File: config.mk
export PLATFORM = sky130hd
export DESIGN_NAME = regfile_operand_fetch
export DESIGN_NICKNAME = d
export VERILOG_FILES = /design/src/rtl/regfile_operand_fetch.sv
export SDC_FILE = /design/constraint.sdc
export NUM_CORES = 1
export LEC_CHECK = 0
export BUFFER_PORTS_ARGS = -buffer_cell sky130_fd_sc_hd__buf_4
export CAP_MARGIN = 20
export CORE_AREA = 3 3 169 171
export DETAILED_ROUTE_END_ITERATION = 8
export DIE_AREA = 0 0 172 174
export MAX_ROUTING_LAYER = met4
export PLACE_DENSITY = 0.65
export SYNTH_ARGS = -nofsm -noshare
export SYNTH_HDL_FRONTEND = slang
export SYNTH_SLANG_ARGS = --single-unit
File: constraint.sdc
create_clock -name clk -period 2.7 [get_ports clk]
set_clock_uncertainty 0.2 [all_clocks]
set_input_delay 0.135 -clock clk [delete_from_list [all_inputs] [get_ports clk]]
set_output_delay 0.135 -clock clk [all_outputs]
set_load 0.02 [all_outputs]
File: src/rtl/regfile_operand_fetch.sv
// regfile_operand_fetch
// Operand-fetch stage that sits between issue and execute and drives a
// synchronous-read 2R1W register-file SRAM.
//
// An instruction (rs1, rs2, tag) is accepted over a valid/ready handshake.
// Its operands are presented to execute one cycle later. Write-back
// forwarding covers three cases: a write in the accept cycle, a write
// during a stall, and a write in the current cycle. As a result, operands
// are never stale, even while execute holds the stage.
//
// Optional build macro: REGFILE_OPERAND_FETCH_ZERO_REG_EN
//   When defined, register index 0 is hardwired to zero. Reads of index 0
//   return 0, and write-backs to index 0 neither forward nor reach the SRAM.
//
// Ports:
//   clk, rst_n          clock; asynchronous active-low reset
//   flush               kill the in-flight and held instruction
//   in_valid/in_ready   issue handshake; in_rs1, in_rs2, in_tag payload
//   out_valid/out_ready execute handshake; out_rs1_data, out_rs2_data, out_tag
//   wb_we/waddr/wdata   write-back port
//   sram_raddr/raddr2   SRAM read addresses (driven combinationally from in_rs*)
//   sram_rdata/rdata2   SRAM read data, one cycle after the address
//   sram_we/waddr/wdata SRAM write port (driven from the write-back port)

module regfile_operand_fetch #(
    parameter int unsigned ADDR_WIDTH = 5,
    parameter int unsigned DATA_WIDTH = 64,
    parameter int unsigned TAG_WIDTH  = 8
) (
    input  logic                  clk,
    input  logic                  rst_n,
    input  logic                  flush,

    input  logic                  in_valid,
    output logic                  in_ready,
    input  logic [ADDR_WIDTH-1:0] in_rs1,
    input  logic [ADDR_WIDTH-1:0] in_rs2,
    input  logic [TAG_WIDTH-1:0]  in_tag,

    output logic                  out_valid,
    input  logic                  out_ready,
    output logic [DATA_WIDTH-1:0] out_rs1_data,
    output logic [DATA_WIDTH-1:0] out_rs2_data,
    output logic [TAG_WIDTH-1:0]  out_tag,

    input  logic                  wb_we,
    input  logic [ADDR_WIDTH-1:0] wb_waddr,
    input  logic [DATA_WIDTH-1:0] wb_wdata,

    output logic [ADDR_WIDTH-1:0] sram_raddr,
    output logic [ADDR_WIDTH-1:0] sram_raddr2,
    input  logic [DATA_WIDTH-1:0] sram_rdata,
    input  logic [DATA_WIDTH-1:0] sram_rdata2,
    output logic                  sram_we,
    output logic [ADDR_WIDTH-1:0] sram_waddr,
    output logic [DATA_WIDTH-1:0] sram_wdata
);

    // ------------------------------------------------------------------
    // State
    // ------------------------------------------------------------------
    logic                  fresh;      // first cycle after accept: SRAM data is live
    logic                  byp1;       // accept-cycle write-back hit rs1
    logic                  byp2;       // accept-cycle write-back hit rs2
    logic [ADDR_WIDTH-1:0] rs1_q;      // source indices of the presented instruction
    logic [ADDR_WIDTH-1:0] rs2_q;
    logic [DATA_WIDTH-1:0] hold1;      // bypass / holding register, operand 1
    logic [DATA_WIDTH-1:0] hold2;      // bypass / holding register, operand 2

    // ------------------------------------------------------------------
    // Combinational signals
    // ------------------------------------------------------------------
    logic                  wb_eff;     // write-back that actually changes state
    logic                  accept;
    logic                  out_xfer;
    logic                  in_hit1;    // write-back hits the incoming source indices
    logic                  in_hit2;
    logic                  cur_hit1;   // write-back hits the presented source indices
    logic                  cur_hit2;
    logic [DATA_WIDTH-1:0] src1;       // operand before current-cycle forwarding
    logic [DATA_WIDTH-1:0] src2;

    // Write-back qualification. With a hardwired zero register, writes to
    // index 0 are dropped entirely.
`ifdef REGFILE_OPERAND_FETCH_ZERO_REG_EN
    assign wb_eff = wb_we && (wb_waddr != '0);
`else
    assign wb_eff = wb_we;
`endif

    // SRAM write and read address paths are pure wiring.
    assign sram_we     = wb_eff;
    assign sram_waddr  = wb_waddr;
    assign sram_wdata  = wb_wdata;
    assign sram_raddr  = in_rs1;
    assign sram_raddr2 = in_rs2;

    // Handshakes. Flush does not affect in_ready; it only discards the accept.
    assign in_ready = !out_valid || out_ready;
    assign out_xfer = out_valid && out_ready;
    assign accept   = in_valid && in_ready && !flush;

    assign in_hit1  = wb_eff && (wb_waddr == in_rs1);
    assign in_hit2  = wb_eff && (wb_waddr == in_rs2);
    assign cur_hit1 = wb_eff && (wb_waddr == rs1_q);
    assign cur_hit2 = wb_eff && (wb_waddr == rs2_q);

    // Operand select. Priority: current write-back > bypass/holding > SRAM.
    // SRAM data is only meaningful in the fresh cycle. After that, the
    // holding register carries the resolved value.
    always_comb begin
        src1         = hold1;
        src2         = hold2;
        out_rs1_data = '0;
        out_rs2_data = '0;

        if (fresh && !byp1) begin
            src1 = sram_rdata;
        end
        if (fresh && !byp2) begin
            src2 = sram_rdata2;
        end

        out_rs1_data = cur_hit1 ? wb_wdata : src1;
        out_rs2_data = cur_hit2 ? wb_wdata : src2;

`ifdef REGFILE_OPERAND_FETCH_ZERO_REG_EN
        if (rs1_q == '0) begin
            out_rs1_data = '0;
        end
        if (rs2_q == '0) begin
            out_rs2_data = '0;
        end
`endif
    end

    // Pipeline register. Accept wins over a same-cycle transfer, which gives
    // one instruction per cycle. While stalled, the resolved operands
    // (including any current write-back) are folded into the holding
    // registers every cycle. This both captures the fresh SRAM data and
    // tracks later writes.
    always_ff @(posedge clk or negedge rst_n) begin
        if (!rst_n) begin
            out_valid <= 1'b0;
            out_tag   <= '0;
            fresh     <= 1'b0;
            byp1      <= 1'b0;
            byp2      <= 1'b0;
            rs1_q     <= '0;
            rs2_q     <= '0;
            hold1     <= '0;
            hold2     <= '0;
        end else if (flush) begin
            out_valid <= 1'b0;
            fresh     <= 1'b0;
            byp1      <= 1'b0;
            byp2      <= 1'b0;
        end else if (accept) begin
            out_valid <= 1'b1;
            out_tag   <= in_tag;
            fresh     <= 1'b1;
            rs1_q     <= in_rs1;
            rs2_q     <= in_rs2;
            // The SRAM returns old data on read-during-write, so the
            // write-back value captured here replaces it next cycle.
            byp1      <= in_hit1;
            byp2      <= in_hit2;
            if (in_hit1) begin
                hold1 <= wb_wdata;
            end
            if (in_hit2) begin
                hold2 <= wb_wdata;
            end
        end else if (out_xfer) begin
            out_valid <= 1'b0;
            fresh     <= 1'b0;
            byp1      <= 1'b0;
            byp2      <= 1'b0;
        end else if (out_valid) begin
            fresh     <= 1'b0;
            byp1      <= 1'b0;
            byp2      <= 1'b0;
            hold1     <= out_rs1_data;
            hold2     <= out_rs2_data;
        end
    end

endmodule

## After elaboration in Yosys (flattened, before gate mapping)

Index checks and enable logic that the tools add are counted.

| operators by class | value |
|---|---|
| mux-type cells | 23 |
| $mul | 0 |
| divide/modulo/power cells | 0 |
| equality and inequality tests | 7 |
| bitwise logic cells | 1 |
| add/sub/neg operators | 0 |
| shift-type cells | 0 |
| reductions and logical operators | 20 |
| $lt $le $gt $ge | 0 |

Operator list:

| kind | number |
|---|---|
| two-way mux 64 bit | 12 |
| equality test 5 bit | 4 |
| two-way mux 1 bit | 11 |
| logical AND 1 bit | 9 |
| AND reduction 4 bit | 2 |
| logical NOT 1 bit | 4 |
| inequality test 2 x 1 -> 1 bit (second input constant) | 2 |
| nonzero test 4 bit | 1 |
| nonzero test 3 bit | 1 |
| inequality test 2 bit (second input constant) | 1 |
| AND reduction 2 bit | 1 |
| nonzero test 2 bit | 1 |
| logical OR 1 bit | 1 |
| inverter 1 bit | 1 |

| word-level totals | value |
|---|---|
| memories kept | 0 |
| bits in read-only memories | 0 |
| bits in latches | 0 |
| bits of input ports | 221 |
| RAM bits | 0 |
| output and inout port bits | 218 |
| logic and storage cells | 60 |
| register bits | 150 |

## Longest topological paths before layout

| logic depth | value |
|---|---|
| word-level depth | 7 |
| depth in mapped cells | 9 |
| depth with buffers taken out | 5 |

## Worst setup path after synthesis

Ideal clock, no wire load.

| timing | value |
|---|---|
| path kind | register to register |
| start point | register out_valid |
| end point | register hold2[10] |
| stages on the path, launching flop included | 7 |
| library setup time | 121 ps |
| clock period less this slack | 2072 ps |
| required time | 2379 ps |
| setup slack | 628 ps |
| buffers on the path | 1 |
| arrival time | 1751 ps |
| cell sequence | dfrtp_1 nand2b_2 nand3_2 o32ai_4 o21ai_2 buf_6 a22o_1 |

| between the ends | value |
|---|---|
| longest elaborated chain between the ends | 6 |
| elaborated cells between the ends (all ways) | 10 |
| classes of those cells | eq/ne: 2; mux: 1; reduce/logical: 7 |

RTL lines:

| item | line | text |
|---|---|---|
| from (decl) | 40 | `output logic out_valid,` |
| from (signal assigned) | 144 | `out_valid <= 1'b0;` |
| from (signal assigned) | 154 | `out_valid <= 1'b0;` |
| from (signal assigned) | 159 | `out_valid <= 1'b1;` |
| logical NOT 1 bit * | 99 | `assign in_ready = !out_valid \|\| out_ready;` |
| logical OR 1 bit * | 99 |  |
| named net in_ready | 35 | `output logic in_ready,` |
| logical AND 1 bit * (2 in series) | 101 | `assign accept = in_valid && in_ready && !flush;` |
| inequality test 2 x 1 -> 1 bit (no source line) (tied with other cells) | - |  |
| AND reduction 4 bit (no source line) | - |  |
| to (signal assigned) | 172 | `hold2 <= wb_wdata;` |
| to (signal assigned) | 184 | `hold2 <= out_rs2_data;` |
| to (decl) | 68 | `logic [DATA_WIDTH-1:0] hold2;` |

Mark *: on every way through the listed nets, which the timed path passes. The rest lies on a longest branch.
A chain may end at the register's enable or synchronous reset.

## Final worst setup path

| timing | value |
|---|---|
| start point | register fresh |
| end point | output port out_rs1_data[46] |

| between the ends | value |
|---|---|
| longest elaborated chain between the ends | 3 |

RTL lines:

| item | line | text |
|---|---|---|
| from (decl) | 62 | `logic fresh;` |
| from (signal assigned) | 146 | `fresh <= 1'b0;` |
| from (signal assigned) | 155 | `fresh <= 1'b0;` |
| from (signal assigned) | 161 | `fresh <= 1'b1;` |
| logical AND 1 bit | 117 | `if (fresh && !byp1) begin` |
| two-way mux 64 bit | 117 |  |
| two-way mux 64 bit | 124 | `out_rs1_data = cur_hit1 ? wb_wdata : src1;` |
| to (decl) | 42 | `output logic [DATA_WIDTH-1:0] out_rs1_data,` |

Every way passes these cells.

==> impl_metrics.tcl <==
set metrics [dict create \
    status "complete, no violations" \
    start_util_pct 37.74 \
    synth_cells 1046 \
    grt_pass1_vias 10990 \
    ir_drop_mv 0.3276 \
    tns_ps 0 \
    ys_seq_area_share_pct 36.80 \
    tightestPinTransition_ps 899.1 \
    drive_gt1_share_pct 33.31 \
    p_total_mw 10.05 \
    yosysUniqueCellTypes 31 \
    drt_wl_total_um 39180 \
    slew_violations 0 \
    synth_mux_area_share_pct 14.55 \
    ctsResizeCount 0 \
    setup_viol 0 \
    layout.nets 1784 \
    drv_cap 0 \
    pin_count 439 \
    synth_xor_area_share_pct 1.717 \
    diodes 0 \
    yosys.area_share.simple_pct 5.876 \
    dr_total_vias 10560 \
    drtIter0Drc 670 \
    clock-sinks 150 \
    synth_top_family_by_area "compound AO/OA/AOI/OAI gates" \
    setup.worst_path.end_class "output port" \
    final_core_util_pct 59.15 \
    track_usage_pct 25.89 \
    synth-seq-cells 150 \
    stdcell_count 1914 \
    synth_area_mm2 0.01020 \
    antenna_found_initial 0 \
    postRouteAntennaNets 0 \
    nFillCells 2189 \
    grt_max_degree 67 \
    max_freq_ghz 0.3893 \
    syn_to_final_growth_pct 56.72 \
    dp.final_hpwl_um 24850 \
    hold_viol 0 \
    synth_nets 1267 \
    cts_tree "built" \
    drt_pass1_iterations 5 \
    vias_per_cell 5.517 \
    drc 0 \
    min_period_ps 2569 \
    clockBufferDepth 2 \
    worst_ep_arrival_time_ps 2230 \
    die_w_um 172 \
    gp_congestion 0.7859 \
    grt_pass1_wl_um 60170 \
    dp.cells 1663 \
    synth-compound-area-share_pct 29.48 \
    cp.required_ps 2370 \
    pwr_density_cell_mw_per_mm2 628.5 \
    clk_pin_slew_ps 60 \
    slew_headroom_pct 40.06 \
    syn_avg_cell_area_um2 9.751 \
    hp-class "in2async" \
    io_buffers 438 \
    fp.dieArea_mm2 0.02993 \
    rows 60 \
    cts_max_level 4 \
    crit_path_start_kind "flop" \
    hold_ws_ps 66.69 \
    final_common_cell "buf_4" \
    die_y_um 174 \
    wl_per_cell_um 20.47 \
    crit_fanout 37 \
    worstSetupPathType "reg2out" \
    yosys_warnings 0 \
    most-common-layout-cells "buf_4 (446), a22o_1 (256), dlygate4sd3_1 (220)" \
    cts_root_buffer "clkbuf_16" \
    overflow 0 \
    post-route-period-util_pct 95.15 \
    clock_latency_ps 420 \
    synthAdderAreaFrac_pct 0 \
    cts_buffers 17 \
    coreArea_mm2 0.02703 \
    p_leak_nw 7.487 \
    rsz0062_at_grt "false" \
]
critical path, stage by stage (launching register included):
cell and delay [ps]:
dfrtp_1 450, nor2b_4 340, buf_12 290, mux2i_1 120, o21ai_0 330, buf_4 220
state kept, by name, summed over array words and instances, names as in the netlist:
signal,count
hold2,64
fresh,1
out_tag,8
out_valid,1
rs2_q,5
rs1_q,5
byp2,1
byp1,1
hold1,64
stage by stage:
stage	area [µm²]	worst slack, ps
finish	15990	131.0
global route	15990	0.4063
CTS	15980	59.00
detailed placement	13160	297.2
global placement	13160	350.6
floorplan	10200	628.2
power breakdown:
group | switching, mW | total [mW] | internal, mW | leakage [nW]
clock network | 0.999 | 2.54 | 1.54 | 0.287
logic | 2.17 | 4.31 | 2.14 | 5.30
registers | 0.351 | 3.20 | 2.85 | 1.90
total | 3.52 | 10.0 | 6.53 | 7.49
synthesized netlist by cell type:
cell / instances / share of area (%)
inv_1: 1 / 0.037
nor2b_1: 2 / 0.12
nand2_1: 135 / 5.0
o21ai_0: 128 / 6.3
nor3_1: 1 / 0.049
o32ai_4: 1 / 0.27
a22o_1: 256 / 22
nand2b_1: 1 / 0.061
nand4_1: 2 / 0.12
xnor2_1: 20 / 1.7
o21bai_1: 1 / 0.074
dfrtp_1: 150 / 37
nand2_2: 1 / 0.061
mux2_2: 18 / 2.0
nand3_1: 2 / 0.098
nand3_2: 1 / 0.098
nor2_1: 2 / 0.074
buf_4: 81 / 6.0
o211a_1: 2 / 0.20
o32ai_2: 1 / 0.16
o31ai_1: 2 / 0.15
clkbuf_1: 16 / 0.59
mux2i_1: 128 / 13
o21ai_2: 2 / 0.17
buf_6: 13 / 1.4
buf_1: 2 / 0.074
o21ai_1: 2 / 0.098
nand2b_2: 1 / 0.086
nor2b_4: 1 / 0.13
buf_2: 71 / 3.5
a21oi_1: 2 / 0.098
layout make-up:
type / instances / area, µm² / area share [%]
Timing Repair Buffer: 681 / 5842 / 36.55
Clock inverter: 12 / 182.7 / 1.143
Clock buffer: 17 / 425.4 / 2.661
Sequential cell: 150 / 3754 / 23.48
Inverter: 1 / 3.754 / 0.02348
Tap cell: 341 / 426.7 / 2.669
Multi-Input combinational cell: 712 / 5351 / 33.48
routing by layer:
metal  track usage (%)  vias to the layer above  part of all wire, %
li1                  -                     4838                    -
met1             32.23                     5142                   42
met2             42.97                      506                   49
met3             4.207                       74                  6.9
met4             8.283                        0                  2.5
met5                 -                        -                    0
cell families (layout without fill, tap and decap cells):
family,Yosys count,count (layout)
compound gates,397,397
xor+xnor,20,20
buf+inv,184,711
flops,150,150
mux,146,146
simple gates,149,149
worst paths after layout:
| check | slack, ps | from | depth (start not counted) | to |
|---|---|---|---|---|
| worst max-delay path | 130 | fresh$_DFFE_PN0P_ | 5 | out_rs1_data[46] |
| worst min-delay path | 70 | rst_n | 2 | hold2[43]$_DFFE_PN0P_ |
| worst max register to register | 250 | rs2_q[4]$_DFFE_PN0P_ | 7 | hold2[2]$_DFFE_PN0P_ |
| worst min register to register | 300 | hold1[28]$_DFFE_PN0P_ | 1 | hold1[28]$_DFFE_PN0P_ |
| max in group asynchronous | 1480 | rst_n | 3 | hold1[40]$_DFFE_PN0P_ |
| min in group clk | 290 | in_tag[3] | 3 | out_tag[3]$_DFFE_PN0P_ |
repair_timing:
item | CTS | global route
pin swaps | 1 | 2
hold endpoints to repair | 300 | 0
hold buffers | 220 | 0
buffers inserted | 1 | 1
gates cloned | 0 | 0
setup endpoints to repair | 1 | 18
No activity file was read; power rests on OpenSTA's default activity.
